## config.mk

```make
export PLATFORM = sky130hd
export DESIGN_NAME = verlet_node_bank
export DESIGN_NICKNAME = d
export VERILOG_FILES = /design/src/rtl/verlet_pkg.sv /design/src/rtl/verlet_node_update.sv /design/src/rtl/verlet_node_bank.sv
export SDC_FILE = /design/constraint.sdc
export NUM_CORES = 2
export LEC_CHECK = 0
export BUFFER_PORTS_ARGS = -buffer_cell sky130_fd_sc_hd__buf_4
export CAP_MARGIN = 30
export CORE_MARGIN = 10
export CORE_UTILIZATION = 45
export CTS_BUF_LIST = sky130_fd_sc_hd__clkbuf_8
export DETAILED_ROUTE_END_ITERATION = 16
export HOLD_SLACK_MARGIN = 0.08
export SKIP_CTS_REPAIR_TIMING = 1
export SKIP_LAST_GASP = 1
export SLEW_MARGIN = 30
export SYNTH_ARGS = -nofsm -noshare
export SYNTH_HDL_FRONTEND = slang
export SYNTH_SLANG_ARGS = --single-unit
```

## constraint.sdc

```tcl
create_clock -name clk -period 14.4 [get_ports clk]
set_input_delay 2.16 -clock clk [delete_from_list [all_inputs] [get_ports clk]]
set_output_delay 2.16 -clock clk [all_outputs]
set_load 0.005 [all_outputs]
```

## src/rtl/verlet_pkg.sv

```systemverilog
// Shared constants and FSM state type for the Verlet node bank.
package verlet_pkg;

  localparam int W    = 32;
  localparam int FRAC = 12;

  // Default physics constants in Q(W-FRAC).FRAC
  localparam logic signed [W-1:0] BASE_X_DEF      = W'(200 << FRAC);
  localparam logic signed [W-1:0] SPACING_DEF     = W'(10 << FRAC);
  localparam logic signed [W-1:0] GRAVITY_DEF     = W'('h4CD);
  localparam logic signed [W-1:0] MOUSE_POWER_DEF = W'(10 << FRAC);
  localparam logic signed [W-1:0] MOUSE_R_DEF     = W'(5 << FRAC);
  localparam logic signed [W-1:0] FLOOR_Y_DEF     = W'(500 << FRAC);
  localparam int                  DAMP_SHIFT_DEF  = 0;

  typedef enum logic [1:0] {
    IDLE = 2'd0,
    STEP = 2'd1,
    DONE = 2'd2
  } state_e;

endpackage

```

## src/rtl/verlet_node_update.sv

```systemverilog
// Combinational Verlet step for a single node: velocity from position history,
// optional damping, mouse impulse, gravity, floor clamp and pin hold.
module verlet_node_update #(
  parameter int                  W           = verlet_pkg::W,
  parameter logic signed [W-1:0] GRAVITY     = verlet_pkg::GRAVITY_DEF,
  parameter logic signed [W-1:0] MOUSE_POWER = verlet_pkg::MOUSE_POWER_DEF,
  parameter logic signed [W-1:0] MOUSE_R     = verlet_pkg::MOUSE_R_DEF,
  parameter logic signed [W-1:0] FLOOR_Y     = verlet_pkg::FLOOR_Y_DEF,
  parameter int                  DAMP_SHIFT  = verlet_pkg::DAMP_SHIFT_DEF
) (
  input  logic signed [W-1:0] x_i,
  input  logic signed [W-1:0] y_i,
  input  logic signed [W-1:0] px_i,
  input  logic signed [W-1:0] py_i,
  input  logic signed [W-1:0] x_mouse_i,
  input  logic signed [W-1:0] y_mouse_i,
  input  logic                pin_i,
  output logic signed [W-1:0] nx_o,
  output logic signed [W-1:0] ny_o,
  output logic signed [W-1:0] npx_o,
  output logic signed [W-1:0] npy_o
);

  // Velocity damping v - (v >>> DAMP_SHIFT); a shift of 0 disables it.
  function automatic logic signed [W-1:0] damp(input logic signed [W-1:0] v);
    if (DAMP_SHIFT == 0) return v;
    return v - (v >>> DAMP_SHIFT);
  endfunction

  // True distance test |a-b| < MOUSE_R, using one extra bit so the
  // difference never wraps.
  function automatic logic near(input logic signed [W-1:0] a,
                                input logic signed [W-1:0] b);
    logic signed [W:0] d;
    d = $signed({a[W-1], a}) - $signed({b[W-1], b});
    if (d < 0) d = -d;
    return d < $signed({MOUSE_R[W-1], MOUSE_R});
  endfunction

  logic signed [W-1:0] vx;
  logic signed [W-1:0] vy;
  logic signed [W-1:0] imp;
  logic signed [W-1:0] ny_raw;
  logic                hit;

  // Next-state computation for one node
  always_comb begin
    vx     = damp(x_i - px_i);
    vy     = damp(y_i - py_i);
    hit    = near(x_i, x_mouse_i) && near(y_i, y_mouse_i);
    imp    = '0;
    if (hit) imp = (x_i >= x_mouse_i) ? MOUSE_POWER : -MOUSE_POWER;
    ny_raw = y_i + vy + GRAVITY;
    nx_o   = x_i + vx + imp;
    npx_o  = x_i;
    ny_o   = ny_raw;
    npy_o  = y_i;
    // Landing on the floor also kills vertical velocity
    if (ny_raw > FLOOR_Y) begin
      ny_o  = FLOOR_Y;
      npy_o = FLOOR_Y;
    end
    if (pin_i) begin
      nx_o  = x_i;
      ny_o  = y_i;
      npx_o = px_i;
      npy_o = py_i;
    end
  end

endmodule

```

## src/rtl/verlet_node_bank.sv

```systemverilog
// Register file of N_NODES Verlet nodes with a one-node-per-cycle integration
// pass, a constraint write port (IDLE only) and a registered read port.
module verlet_node_bank #(
  parameter int                  N_NODES     = 8,
  parameter int                  W           = verlet_pkg::W,
  parameter logic signed [W-1:0] BASE_X      = verlet_pkg::BASE_X_DEF,
  parameter logic signed [W-1:0] SPACING     = verlet_pkg::SPACING_DEF,
  parameter logic signed [W-1:0] GRAVITY     = verlet_pkg::GRAVITY_DEF,
  parameter logic signed [W-1:0] MOUSE_POWER = verlet_pkg::MOUSE_POWER_DEF,
  parameter logic signed [W-1:0] MOUSE_R     = verlet_pkg::MOUSE_R_DEF,
  parameter int                  DAMP_SHIFT  = verlet_pkg::DAMP_SHIFT_DEF,
  parameter logic signed [W-1:0] FLOOR_Y     = verlet_pkg::FLOOR_Y_DEF,
  localparam int                 IDXW        = $clog2(N_NODES)
) (
  input  logic                       clk,
  input  logic                       reset,
  input  logic                       start,
  output logic                       busy,
  output logic                       done,
  input  logic        [N_NODES-1:0]  pin,
  input  logic signed [W-1:0]        x_mouse,
  input  logic signed [W-1:0]        y_mouse,
  input  logic                       cst_we,
  input  logic        [IDXW-1:0]     cst_idx,
  input  logic signed [W-1:0]        cst_x,
  input  logic signed [W-1:0]        cst_y,
  output logic                       cst_ready,
  input  logic        [IDXW-1:0]     rd_idx,
  output logic signed [W-1:0]        rd_x,
  output logic signed [W-1:0]        rd_y
);
  import verlet_pkg::*;

  localparam logic [IDXW-1:0] LAST_IDX = IDXW'(N_NODES - 1);

  state_e              state_q;
  logic [IDXW-1:0]     idx_q;
  logic                busy_q;
  logic                done_q;
  logic                ready_q;

  logic signed [W-1:0] x_q  [N_NODES];
  logic signed [W-1:0] y_q  [N_NODES];
  logic signed [W-1:0] px_q [N_NODES];
  logic signed [W-1:0] py_q [N_NODES];

  logic signed [W-1:0] rd_x_q;
  logic signed [W-1:0] rd_y_q;

  logic signed [W-1:0] x_d;
  logic signed [W-1:0] y_d;
  logic signed [W-1:0] px_d;
  logic signed [W-1:0] py_d;

  logic                cst_take;
  logic                rd_ok;

  assign cst_take  = cst_we && ready_q && (int'(cst_idx) < N_NODES);
  assign rd_ok     = (int'(rd_idx) < N_NODES);
  assign busy      = busy_q;
  assign done      = done_q;
  assign cst_ready = ready_q;
  assign rd_x      = rd_x_q;
  assign rd_y      = rd_y_q;

  verlet_node_update #(
    .W           (W),
    .GRAVITY     (GRAVITY),
    .MOUSE_POWER (MOUSE_POWER),
    .MOUSE_R     (MOUSE_R),
    .FLOOR_Y     (FLOOR_Y),
    .DAMP_SHIFT  (DAMP_SHIFT)
  ) u_update (
    .x_i       (x_q[idx_q]),
    .y_i       (y_q[idx_q]),
    .px_i      (px_q[idx_q]),
    .py_i      (py_q[idx_q]),
    .x_mouse_i (x_mouse),
    .y_mouse_i (y_mouse),
    .pin_i     (pin[idx_q]),
    .nx_o      (x_d),
    .ny_o      (y_d),
    .npx_o     (px_d),
    .npy_o     (py_d)
  );

  // Pass sequencer: IDLE -> STEP (one node per cycle) -> DONE -> IDLE
  always_ff @(posedge clk) begin
    if (reset) begin
      state_q <= IDLE;
      idx_q   <= '0;
      busy_q  <= 1'b0;
      done_q  <= 1'b0;
      ready_q <= 1'b1;
    end else begin
      unique case (state_q)
        IDLE: begin
          if (start) begin
            state_q <= STEP;
            idx_q   <= '0;
            busy_q  <= 1'b1;
            ready_q <= 1'b0;
          end
        end
        STEP: begin
          if (idx_q == LAST_IDX) begin
            state_q <= DONE;
            idx_q   <= '0;
            busy_q  <= 1'b0;
            done_q  <= 1'b1;
          end else begin
            idx_q <= idx_q + 1'b1;
          end
        end
        DONE: begin
          state_q <= IDLE;
          done_q  <= 1'b0;
          ready_q <= 1'b1;
        end
        default: begin
          state_q <= IDLE;
          idx_q   <= '0;
          busy_q  <= 1'b0;
          done_q  <= 1'b0;
          ready_q <= 1'b1;
        end
      endcase
    end
  end

  // Node storage: integration writes during STEP, constraint writes in IDLE
  always_ff @(posedge clk) begin
    if (reset) begin
      for (int i = 0; i < N_NODES; i++) begin
        x_q[i]  <= BASE_X;
        px_q[i] <= BASE_X;
        y_q[i]  <= SPACING * W'(i + 1);
        py_q[i] <= SPACING * W'(i + 1);
      end
    end else if (state_q == STEP) begin
      x_q[idx_q]  <= x_d;
      y_q[idx_q]  <= y_d;
      px_q[idx_q] <= px_d;
      py_q[idx_q] <= py_d;
    end else if (cst_take) begin
      x_q[cst_idx] <= cst_x;
      y_q[cst_idx] <= cst_y;
    end
  end

  // Registered read port, pre-edge contents, available in every state
  always_ff @(posedge clk) begin
    if (reset) begin
      rd_x_q <= '0;
      rd_y_q <= '0;
    end else begin
      rd_x_q <= rd_ok ? x_q[rd_idx] : '0;
      rd_y_q <= rd_ok ? y_q[rd_idx] : '0;
    end
  end

endmodule

```

Word-level counts from Yosys, hierarchy flattened:

Memories as Yosys holds them, arrays and structs flattened. A register that Yosys moved wholly into a read port is not among the register bits.
Cells that the tools add are included.

* logic and storage cells: 109
* output and inout bits: 67
* bits in writable memories: 1024
* flip-flop bits (word level): 8
* memories kept: 4

Memories
* px_q: words 8, width 32, read ports 1, clocked after memory_dff 1, wr ports 8, RTL line verlet_node_bank.sv:44 `logic signed [W-1:0] px_q [N_NODES];`
* py_q: words 8, width 32, read ports 1, clocked after memory_dff 1, wr ports 8, RTL line verlet_node_bank.sv:45 `logic signed [W-1:0] py_q [N_NODES];`
* x_q: words 8, width 32, read ports 2, clocked after memory_dff 2, wr ports 8, RTL line verlet_node_bank.sv:42 `logic signed [W-1:0] x_q [N_NODES];`
* y_q: words 8, width 32, read ports 2, clocked after memory_dff 2, wr ports 8, RTL line verlet_node_bank.sv:43 `logic signed [W-1:0] y_q [N_NODES];`

* magnitude comparators: 7
* mux-type cells: 60
* reductions and logical operators: 14
* add/sub/neg operators: 11
* eq/ne operators: 5
* bitwise operators: 3

Operators by type and width (number)
* 32-bit 2-to-1 mux: 14
* 32-bit OR reduction: 6
* 32-bit adder: 3
* 33-bit by 1-bit < comparator with 1-bit output, second input constant: 2
* 33-bit by 16-bit < comparator with 1-bit output, second input constant: 2
* 33-bit 2-to-1 mux: 2
* 33-bit negator: 2
* 32-bit by 32-bit subtractor with 33-bit output: 2
* 32-bit subtractor: 2
* 3-bit 2-to-1 mux: 16
* 32-bit by 12-bit adder with 32-bit output, second input constant: 1
* 32-bit >= comparator: 1
* 32-bit by 22-bit > comparator with 1-bit output, second input constant: 1
* 1-bit 2-to-1 mux: 20
* 3-bit case mux with 3 select lines: 1
* 2-bit AND reduction: 4
* 3-bit by 4-bit < comparator with 1-bit output, second input constant: 1
* 2-bit 2-to-1 mux: 2
* 2-bit != test, second input constant: 2
* 1-bit case mux with 2 select lines: 2
* 2-bit case mux with 2 select lines: 1
* 3-bit by 1-bit adder with 3-bit output, second input constant: 1
* 1-bit binary-select mux with 3-bit select: 1
* 3-bit == test, second input constant: 1
* 7 further kinds: 10

Longest topological paths before layout:

* depth in word-level cells: 10
* mapped depth: 43
* depth with buffers taken out: 36

By module:

Synthesis repeated with hierarchy kept, for this count alone.

* cell total of the unflattened synthesis: 5482
* area total of the unflattened synthesis: 66481.3 um2

Modules (own cells, without submodules)
* verlet_node_bank: times used 1, sequential area each 32250.9 um2, cells each 3853, area each 55665.9 um2
* verlet_node_update: times used 1, sequential area each 0.0 um2, cells each 1629, area each 10815.4 um2

Worst setup path before layout:

Ideal clock, no wire load.

* path type: register -> register
* from: reg (tool-made name)
* to: mem x_q[0][29], data pin
* clock period less this slack: 10.353 ns
* required time: 14.128 ns
* library setup time: 0.272 ns
* path slack: 4.047 ns
* data arrival time: 10.081 ns
* cell stages (with the launch flop): 40
* cell sequence: dfxtp_1 clkbuf_1 buf_2 clkbuf_1 buf_1 buf_1 mux4_2 mux2_2 ha_1 a21oi_1 o2111ai_1 nor4bb_1 o211ai_1 or4b_1 nor4_4 nand4_2 o21ai_0 a21oi_1 [... 4 more ...] buf_1 xnor2_1 ha_1 a21o_1 ha_1 and2_1 and3_1 a211o_1 a31oi_1 o21ai_0 a31o_2 a21o_1 a21o_1 a21oi_1 xor2_1 nor2_1 o22ai_1 nor2_1

RTL lines (RTL line)
* end, declared: verlet_node_bank.sv:42

==> results.md <==
* Clk_lat worst skew at 910 ps
* Combinational share of power at 0.256
* Synth Area in Adders at 0.0402
* Synth top area share at 0.512
* Number of DRC markers in iteration 0 at between 5000 and 6000
* Peak Freq at 0.0856 GHz
* Reg area at 32300 um2
* Std cell rows at 133
* DR vias at about 43000
* Boundary pin count at between 200 and 250
* Switching Share at 0.331
* Pwr Density at 128 nW/um2
* Commonest cells in the netlist: nor2_1, edfxtp_1, mux4_2, nand2_1, clkbuf_1
* Period utilization at 0.811
* Initial core utilization at 0.455
* Psw at between 2 and 3 mW
* CP Class: register to register
* Routed WL at between 200000 and 250000 um
* First-pass iteration count of the detailed router at 7
* Number of global-route vias before repair at 42605
* Post-Syn Instances at 4859
* Die Area at 148000 um2
* Synth Area in Compound Gates at 0.0740
* Via density at 6.26
* Worst endpoint data arrival time at 12260 ps
* Post-DP HPWL at 129000 um
* First-pass GRT wire length at between 200000 and 300000 um
* Final Slew Violations at 0
* Main combinational cell family by area after synthesis: multiplexers
* Synth Register Bits at 1099
* TritonCTS buffer count at 182
* Total power at 8.56 mW
* Clock Skews at 73.1 ps
* Critical Path RT at 14980 ps
* Placeable Area at 132000 um2
* Initial antenna violation count at 13
* Max Root-Sink Buffers at 3
* XOR/XNOR share of the synthesized area at 0.0130
* Critical Path Source Type: register
* GPL Wtd Cong at 0.913
* Avg Cell Area, Syn at 12.4 um2
* Cell taking the most area after synthesis: edfxtp_1
* Yosys Warn Count at 0
* Relative slew margins at 0.271
* Fillcell total at 11479
* Count leader, synth: nor2_1
* Footprint of the multi-input gates at 26300 um2
* Share of cells above drive strength 1 at 0.203
* Async set-or-reset flop fraction in the synthesized netlist at 0
* H-tree levels at 4
* Area of the mapped netlist at about 60000 um2
* DRC viols at 0
* Power share of the sequential group at 0.432
* Register area share after synthesis at 0.537
* Post-layout minimum cycle time at ~12000 ps
* Die height at 385 um
* Clk pin slew, worst setup/hold paths at roughly 60 ps
* EDFF count, synth at 1024
* CP max stage delay at 900 ps
* Clock network power share at 0.312
* Status: finished clean
* Ys flop type: edfxtp_1
* Detail Route Antenna Nets at 0
* Final setup fails at 0
* Mux cell area share after synthesis at 0.182
* Clock sinks at 1099
* Distinct cells, synth at 98
* Internal power at around 5.7 mW
* Worst-path maximum fanout at 61
* DIE WIDTH at 385 um
* Largest net degree at the start of global routing at 102
* Hold Crit Class: register to register
* CP max-delay cell: dfxtp_4
* P&R area growth vs syn at 11.7%
* Root buf cell: clkbuf_8
* Peak supply drop at 0.0000684 V
* Syn nets at 5194
* RSZ-0062 raised after global routing: no
* Crit-path most repeated cell: a21o_1
* Post-synthesis simple-gate area fraction at 0.125
* CTS tree: yes
* Synth area leaders: edfxtp_1, mux4_2, nor2_1, ha_1, dfxtp_1
* Average wire per standard cell at 29.4 um
* Nets at 5357
* I/O Buffers at 212
* Total negative slack at 0 ps
* Setup crit end kind: register
* Max-cap violations at 0
* Grt ovf at 0
* Overall global routing resource usage at 0.268
* Lkg Pwr at 24.3 nW
* Worst Max-Slew Pin Slew at 1090 ps
* Endpoints failing hold at 0
## stage by stage
| step | utilization | cell area (um2) | hold slack (ps) | cells | worst slack, ps |
|---|---|---|---|---|---|
| 6_report | 0.508 | 67000 | 587 | 6939 | 2720 |
| 5_1_grt | 0.508 | 67000 | 612 | 6935 | 1870 |
| 2_1_floorplan | - | 60000 | 451 | 4859 | 4050 |
| 3_5_place_dp | 0.481 | 63500 | 564 | 6593 | 2800 |
| 4_1_cts | 0.508 | 67000 | 582 | 6933 | 2810 |
| 3_3_place_gp | 0.481 | 63500 | 563 | 6593 | 2840 |
## layout make-up
class / instances / area share
clock inverter: 145 / 0.0122
antenna: 6 / 0.000224
timing repair buffer: 281 / 0.0323
clock buffer: 195 / 0.0400
multi-input combinational: 3303 / 0.392
inverter: 155 / 0.00868
tap: 1755 / 0.0328
sequential: 1099 / 0.481
## cell families after synthesis
logic type,Yosys count
buf+inv,457
mux,598
fa+ha+maj,189
xor+xnor,89
compound gates,672
flops,1099
simple gates,1755
## placed cells by master, fill, tap and decap left out, drive strengths merged, types with 15 or more instances in the layout
| cell type | netlist | routed |
|---|---|---|
| nor2 | 1150 | 1150 |
| edfxtp | 1024 | 1024 |
| mux4 | 386 | 386 |
| buf | 86 | 280 |
| nand2 | 260 | 260 |
| inv | 155 | 235 |
| clkbuf | 216 | 196 |
| ha | 183 | 183 |
| o21ai | 177 | 177 |
| a21oi | 167 | 167 |
| mux2i | 147 | 147 |
| dfxtp | 75 | 75 |
| xnor2 | 67 | 67 |
| mux2 | 65 | 65 |
| nor3 | 63 | 63 |
| clkinv | 0 | 56 |
| nand3 | 55 | 55 |
| a21o | 54 | 54 |
| o211ai | 42 | 42 |
| nand2b | 39 | 39 |
| and3 | 33 | 33 |
| a211oi | 29 | 29 |
| xor2 | 22 | 22 |
| nand4 | 21 | 21 |
| or3 | 20 | 20 |
| nor4 | 20 | 20 |
| a31oi | 19 | 19 |
| a221o | 19 | 19 |
| or2 | 16 | 16 |
| nor2b | 15 | 15 |
## registers in the layout, summed over array words and instances (netlist names), named ones only
name	count
cst_ready	1
y_q	256
x_q	256
py_q	256
idx_q	3
rd_x	32
busy	1
rd_y	32
state_q	2
px_q	256
done	1
## metal layers
metal | track usage | vias up | wire length, um
li1 | - | 18657 | -
met1 | 0.354 | 22006 | 79400
met2 | 0.434 | 2339 | 97100
met3 | 0.0497 | 406 | 19000
met4 | 0.110 | 12 | 8650
met5 | 0 | - | 86
## final timing paths
kind | cells past startpoint | startpoint | to | slack [ps]
worst max-delay path | 33 | register | x_q[4][29] | 2720
worst min-delay path | 3 | state_q[1] | busy | 590
worst max register to register | 33 | register | x_q[4][29] | 2720
worst min register to register | 3 | state_q[1] | busy | 590
## critical path: cells and delay by family (launching register included)
family                   cells  cell delay [ps]
flip-flops                   1              900
buffers and inverters        1              520
XOR/XNOR                     3              890
adder cells (fa/ha/maj)      3             1040
multiplexers                 2             1010
AO/OA/AOI/OAI               14             3630
AND/OR/NAND/NOR             10             3290
## power groups by stage
stage / Clock [mW] / Combinational (mW) / Sequential [mW]
final: 2.67 / 2.20 / 3.70
after global routing: 2.84 / 2.34 / 3.71
after CTS: 2.70 / 2.17 / 3.70
after detailed placement: 0 / 2.16 / 3.76
after global placement: 0 / 2.16 / 3.75
after floorplan: 0 / 1.42 / 3.74
Power figures use the tool's default switching activity.
